[config.mk]
export PLATFORM = sky130hd
export DESIGN_NAME = gpio_regbank
export DESIGN_NICKNAME = d
export VERILOG_FILES = /design/src/rtl/gpio_regbank.sv
export SDC_FILE = /design/constraint.sdc
export NUM_CORES = 1
export LEC_CHECK = 0
export BUFFER_PORTS_ARGS = -buffer_cell sky130_fd_sc_hd__buf_2
export CORE_ASPECT_RATIO = 1.1
export CORE_MARGIN = 4
export CORE_UTILIZATION = 30
export DETAILED_ROUTE_END_ITERATION = 8
export GPL_TIMING_DRIVEN = 1
export PLACE_DENSITY = 0.46
export SYNTH_ARGS = -nofsm -noshare
export SYNTH_HDL_FRONTEND = slang
export SYNTH_SLANG_ARGS = --single-unit
[constraint.sdc]
create_clock -name clk -period 4.3 [get_ports clk]
set_input_delay 0.86 -clock clk [delete_from_list [all_inputs] [get_ports clk]]
set_output_delay 0.86 -clock clk [all_outputs]
set_load 0.03 [all_outputs]
[src/rtl/gpio_regbank.sv]
// GPIO register bank: bus registers, pad synchronisers, edge-detect interrupts; GPIO_ATOMIC_EN adds DATA_SET/DATA_CLR.
// Latency: rdata/rdata_valid 1 clk after read; pad->PINSTATE SYNC_STAGES clks; pin_sync edge->gpio_irq 2 clks.
// Backpressure: none, every bus access completes in one cycle and is never stalled.
module gpio_regbank #(
    parameter int          NUM_PINS     = 16,
    parameter int          SYNC_STAGES  = 2,
    parameter logic [31:0] CHIP_NAME    = 32'h48524a44,
    parameter logic [31:0] CHIP_VERSION = 32'h00000002
) (
    input  logic                clk,
    input  logic                reset_n,
    input  logic                sel,
    input  logic [3:0]          addr,
    input  logic [3:0]          wben,
    input  logic                r_wn,
    input  logic [31:0]         wdata,
    input  logic [NUM_PINS-1:0] ro_gpio_pinstate,
    output logic [31:0]         rdata,
    output logic                rdata_valid,
    output logic [NUM_PINS-1:0] rf_gpio_datareg,
    output logic [NUM_PINS-1:0] rf_gpio_tristate,
    output logic                gpio_irq
);
    localparam int NP = NUM_PINS;

    localparam logic [3:0] A_CNAME    = 4'd0;
    localparam logic [3:0] A_CVERSION = 4'd1;
    localparam logic [3:0] A_TRISTATE = 4'd2;
    localparam logic [3:0] A_PINSTATE = 4'd3;
    localparam logic [3:0] A_IRQ_MASK = 4'd4;
    localparam logic [3:0] A_DATAREG  = 4'd5;
    localparam logic [3:0] A_SCRATCH  = 4'd6;
    localparam logic [3:0] A_IRQ_STAT = 4'd7;
    localparam logic [3:0] A_RISE_EN  = 4'd8;
    localparam logic [3:0] A_FALL_EN  = 4'd9;
`ifdef GPIO_ATOMIC_EN
    localparam logic [3:0] A_DATA_SET = 4'd10;
    localparam logic [3:0] A_DATA_CLR = 4'd11;
`endif

    logic [NP-1:0] tristate_q, datareg_q, mask_q, status_q, rise_en_q, fall_en_q;
    logic [31:0]   scratch_q;
    logic [NP-1:0] sync_q [SYNC_STAGES];
    logic [NP-1:0] pin_prev_q;
    logic [NP-1:0] pin_sync;
    logic [NP-1:0] edge_det;
    logic [NP-1:0] w1c;
    logic [NP-1:0] be_np;
    logic [NP-1:0] wd_np;
    logic [31:0]   be_mask;
    logic [31:0]   rd_val;
    logic          wr_en;
    logic          rd_en;

    assign wr_en = sel & ~r_wn;
    assign rd_en = sel & r_wn;

    always_comb begin
        be_mask = '0;
        for (int k = 0; k < 4; k++) begin
            be_mask[8*k +: 8] = {8{wben[k]}};
        end
    end

    // Narrowing to NP bits is what makes bits >= NUM_PINS ignore writes and read 0.
    assign be_np    = be_mask[NP-1:0];
    assign wd_np    = wdata[NP-1:0] & be_np;
    assign pin_sync = sync_q[SYNC_STAGES-1];
    assign edge_det = (pin_sync & ~pin_prev_q & rise_en_q) | (~pin_sync & pin_prev_q & fall_en_q);
    assign w1c      = (wr_en && addr == A_IRQ_STAT) ? wd_np : '0;

    function automatic logic [NP-1:0] merge(input logic [NP-1:0] old,
                                            input logic [NP-1:0] be,
                                            input logic [NP-1:0] wd);
        return (old & ~be) | wd;
    endfunction

    always_comb begin
        rd_val = '0;
        unique case (addr)
            A_CNAME:    rd_val = CHIP_NAME;
            A_CVERSION: rd_val = CHIP_VERSION;
            A_TRISTATE: rd_val = 32'(tristate_q);
            A_PINSTATE: rd_val = 32'(pin_sync);
            A_IRQ_MASK: rd_val = 32'(mask_q);
            A_DATAREG:  rd_val = 32'(datareg_q);
            A_SCRATCH:  rd_val = scratch_q;
            A_IRQ_STAT: rd_val = 32'(status_q);
            A_RISE_EN:  rd_val = 32'(rise_en_q);
            A_FALL_EN:  rd_val = 32'(fall_en_q);
            default:    rd_val = '0;
        endcase
    end

    always_ff @(posedge clk) begin
        if (!reset_n) begin
            for (int i = 0; i < SYNC_STAGES; i++) begin
                sync_q[i] <= '0;
            end
            pin_prev_q  <= '0;
            tristate_q  <= '0;
            datareg_q   <= '0;
            mask_q      <= '0;
            status_q    <= '0;
            rise_en_q   <= '0;
            fall_en_q   <= '0;
            scratch_q   <= '0;
            rdata       <= '0;
            rdata_valid <= 1'b0;
            gpio_irq    <= 1'b0;
        end else begin
            sync_q[0] <= ro_gpio_pinstate;
            for (int i = 1; i < SYNC_STAGES; i++) begin
                sync_q[i] <= sync_q[i-1];
            end
            pin_prev_q <= pin_sync;
            // Clear first, then OR in new edges so a same-cycle edge beats the W1C.
            status_q   <= (status_q & ~w1c) | edge_det;
            gpio_irq   <= |(status_q & mask_q);

            rdata_valid <= rd_en;
            if (rd_en) begin
                rdata <= rd_val;
            end

            if (wr_en) begin
                unique case (addr)
                    A_TRISTATE: tristate_q <= merge(tristate_q, be_np, wd_np);
                    A_IRQ_MASK: mask_q     <= merge(mask_q, be_np, wd_np);
                    A_DATAREG:  datareg_q  <= merge(datareg_q, be_np, wd_np);
                    A_SCRATCH:  scratch_q  <= (scratch_q & ~be_mask) | (wdata & be_mask);
                    A_RISE_EN:  rise_en_q  <= merge(rise_en_q, be_np, wd_np);
                    A_FALL_EN:  fall_en_q  <= merge(fall_en_q, be_np, wd_np);
`ifdef GPIO_ATOMIC_EN
                    A_DATA_SET: datareg_q  <= datareg_q | wd_np;
                    A_DATA_CLR: datareg_q  <= datareg_q & ~wd_np;
`endif
                    default: ;
                endcase
            end
        end
    end

    assign rf_gpio_datareg  = datareg_q;
    assign rf_gpio_tristate = tristate_q;
endmodule

== Word level (Yosys, flattened, before mapping) ==
Memories as Yosys holds them, arrays and structs flattened.
Index checks and enable logic that the tools add are counted.

* Bits in writable memories: 32
* Flip-flop bits (word level): 178
* Logic and storage cells: 68
* Memories: 1
* Output and inout port bits: 66
* Input port bits: 60

* Equality and inequality tests: 9
* Bitwise gates (word level): 32
* Reductions and logical operators: 9
* Muxes and demuxes: 6

{| class="wikitable"
|+ Memory list
! memory !! words !! bits a word !! rd ports !! clocked after memory_dff !! wr ports !! RTL line !! RTL
|-
| sync_q || 2 || 16 || 2 || 0 || 2 || 43 || <nowiki>logic [NP-1:0] sync_q [SYNC_STAGES];</nowiki>
|}

{| class="wikitable"
|+ Operators by type and width
! operator !! number
|-
| $pmux W32 S10 || 1
|-
| $and A16 B16 Y16 || 12
|-
| $or A16 B16 Y16 || 7
|-
| $and A32 B32 Y32 || 2
|-
| $not A16 Y16 || 4
|-
| $mux W16 || 3
|-
| $not A32 Y32 || 1
|-
| $or A32 B32 Y32 || 1
|-
| $eq A4 B3 Y1 const B || 4
|-
| $reduce_or A16 Y1 || 1
|-
| $reduce_and A2 Y1 || 6
|-
| $eq A4 B2 Y1 const B || 2
|-
| $eq A4 B4 Y1 const B || 2
|-
| $eq A4 B1 Y1 const B || 1
|-
| $logic_not A4 Y1 || 1
|-
| $and A1 B1 Y1 || 2
|-
| $mux W1 || 2
|-
| $or A1 B1 Y1 || 2
|-
| $logic_and A1 B1 Y1 || 1
|-
| $not A1 Y1 || 1
|}

== Longest topological paths before layout ==
* Depth after elaboration: 7
* Gate-level depth with buffers: 8
* Mapped depth without buffers: 5

== Least setup slack after synthesis ==
No wires, ideal clock.

* Path kind: input-to-reg
* Start point: input port addr[1]
* End point: register rdata[7]
* Setup slack: 2,068 ps
* Setup time: 125 ps
* Data required time: 4,175 ps
* Data arrival time: 2,107 ps
* Stages: 6
* Cell sequence: buf_2 > buf_2 > buf_1 > mux2_2 > a211oi_1 > o21ai_0

* Cells in the longest elaborated chain, start to end: 2

{| class="wikitable"
|+ Ends and longest elaborated chain
! item !! RTL line !! RTL
|-
| start, declared || 13 || <nowiki>input logic [3:0] addr,</nowiki>
|-
| $eq A4 B4 Y1 (tied with other cells) || 80 || <nowiki>unique case (addr)</nowiki>
|-
| $pmux W32 S10 * || 80 ||
|-
| end signal, assigned || 123 || <nowiki>rdata <= rd_val;</nowiki>
|-
| end, declared || 18 || <nowiki>output logic [31:0] rdata,</nowiki>
|}

Mark *: on every way between the ends. The rest lies on a longest branch, timed or not.
A chain may end at the register's enable or synchronous reset.

==> metrics.cfg <==
[outcome]
status=completed

[place]
hpwlAfterDp_um=20600
port_buffers=125
gp_congestion=0.845
numPlacedInstances=1396

[logic_synthesis]
ys_seq_elements=210
synth_top_area_share_pct=47.2
yosys-top-cells-area=dfxtp_1 (47%), mux2i_1 (8.6%), a21boi_0 (5.9%), nor2b_1 (5.2%), nand2_1 (4.8%)
syn_area_um2=8910
seq_area_frac_synth_pct=47.2
synth_cells=947
async_flop_share_pct=0
synth.largest_area_cell=dfxtp_1
synth_top_flop_cell=dfxtp_1
synth.most_common_cell=dfxtp_1
synth_edf_count=0
synth_area_per_cell_um2=9.41
yosys_warnings=0
synth_nets=1007
yosys-top-cells-count=dfxtp_1 (210), nand2_1 (115), mux2i_1 (77), nor2b_1 (74), a21boi_0 (70)
synth.distinct_cells=55

[drt]
first_pass_iters=5
vias_per_cell=5.11
ant_nets=0
vias=7356
first_iter_violations=481
drc=0
wirelength_um=29600
wl_per_cell_um=20.5

[cells_and_area]
antenna_cells=0
nets=1114
instances_no_fill=1439
areaGrowthSynthToFinish_pct=19.6
nFillCells=3023
drive_gt1_share_pct=18.4

[worst_setup_path]
required_ps=4710
ff2ff_path_depth=5
reg2reg_from=status_q[14]
rrSetupSlack_ps=2650
arrival_ps=3320
critPathKind=input pin to flop
worstSetupStartpointType=input pin
path_max_fanout=18
cp-end-kind=flop
timing.rr.end=rdata[14]

[clock_tree]
h-tree-depth=1
clock_tree.buffer_depth=3
cts_buffers=24
root_buffer=clkbuf_16
numClockSinks=210
cts.reportedPaths.clkPinSlew_ps=60
insertion_delay_ps=530
ctsResizeCount=0
cts_setup_buffers=0
cts_hold_buf=0
cts_tree=done

[sta]
fin_setup_tns_ps=0
hold_violations=0
setup_viol=0
fin_crit_sh_pct=67.6
final_max_slew_viol_count=0
max_slew_margin_pct=30.3
fmax_mhz=344
tightestPinTransition_ps=1040
period_minus_slack_ps=2910
rsz0062_at_grt=no
fin_worst_skew_ps=12.0

[hold_path]
hold_class=flop to flop
whs_endpoint=sync_q[0][25]
hold_depth=1
holdCritStartpoint=sync_q[0][9]

[floorplanning]
coreArea_um2=29000
fp.dieW_um=172
start_util_pct=30.8
die_y_um=189
die_area_um2=32500
rows=65
pin_count=126

[global_route]
gr-total-overflow=0
groute.usage.overall_pct=17.6
first_global_vias=7241
grt_pass1_wl_um=44500
grt_max_degree=130
antenna_found_initial=0

[pwr]
ir_worst_vdd_v=0.000247
power_density_nw_per_um2=403
leakage_nw=4.10

[job]
cap_violations=0

[report_power, final]
part	switching (mW)	total [mW]	internal (mW)
clock	0.821	2.07	1.25
sequential	0.0151	1.99	1.97
combinational	0.164	0.244	0.0799
total	1.00	4.30	3.30
[critical path: stages]
cell and delay [ps]:
buf_2 370, nor2b_1 850, nand4_1 650, buf_4 380
mux2i_1 140, nor2b_1 50
[final cells by class]
cell class,instances,area (um2),area share (%)
multi-input cells,674,4440,41.6
clock inverters,8,130,1.22
repair buffers,140,753,7.06
well taps,368,460,4.32
flip-flops and latches,210,4200,39.4
clock buffers,35,662,6.21
inverters,4,15.0,0.141
[stage by stage]
stage / power (mW) / setup WS (ps) / instance area [um2] / utilization [%] / hold slack (ps)
2_1_floorplan: 2.16 / 2070 / 8910 / - / 412
3_3_place_gp: 2.27 / 743 / 9870 / 34.1 / 418
3_5_place_dp: 2.27 / 775 / 9870 / 34.1 / 418
4_1_cts: 4.36 / 1330 / 10700 / 36.8 / 432
5_1_grt: 4.46 / 1250 / 10700 / 36.8 / 448
6_report: 4.30 / 1390 / 10700 / 36.8 / 430
[metal layers]
metal / vias to the layer above / global-route usage [%] / share of wire [%]
li1: 3561 / - / -
met1: 3539 / 24.3 / 45
met2: 214 / 28.5 / 46
met3: 42 / 2.77 / 5.6
met4: 0 / 4.81 / 2.5
met5: - / 0 / 0
[worst max-delay path by stage]
stage                           to  startpoint  slack (ps)  depth (start not counted)
after detailed placement      flop     addr[0]         780                          6
after global placement        flop     addr[0]         740                          6
final                         flop     addr[0]        1390                          6
after global routing          flop     addr[0]        1250                          6
after CTS                     flop     addr[0]        1330                          6
after floorplan           rdata[7]     addr[1]        2070                          6
[placed cells by master, fill, tap and decap left out, drive strengths merged, types with 22 or more instances in the layout]
| cell | instances |
|---|---|
| nand2 | 116 |
| nor2 | 24 |
| mux2i | 77 |
| buf | 140 |
| o21ai | 32 |
| a22o | 22 |
| and2 | 56 |
| nand3 | 55 |
| clkbuf | 35 |
| a21boi | 80 |
| nor2b | 74 |
| dfxtp | 210 |
[cell families (layout without fill, tap and decap cells)]
group / after synthesis / count (layout) / synth area share (%)
simple gates: 367 / 367 / 22.0
buf+inv: 63 / 187 / 3.07
compound gates: 221 / 221 / 18.0
flops: 210 / 210 / 47.2
mux: 86 / 86 / 9.78
Power figures use the tool's default switching activity.
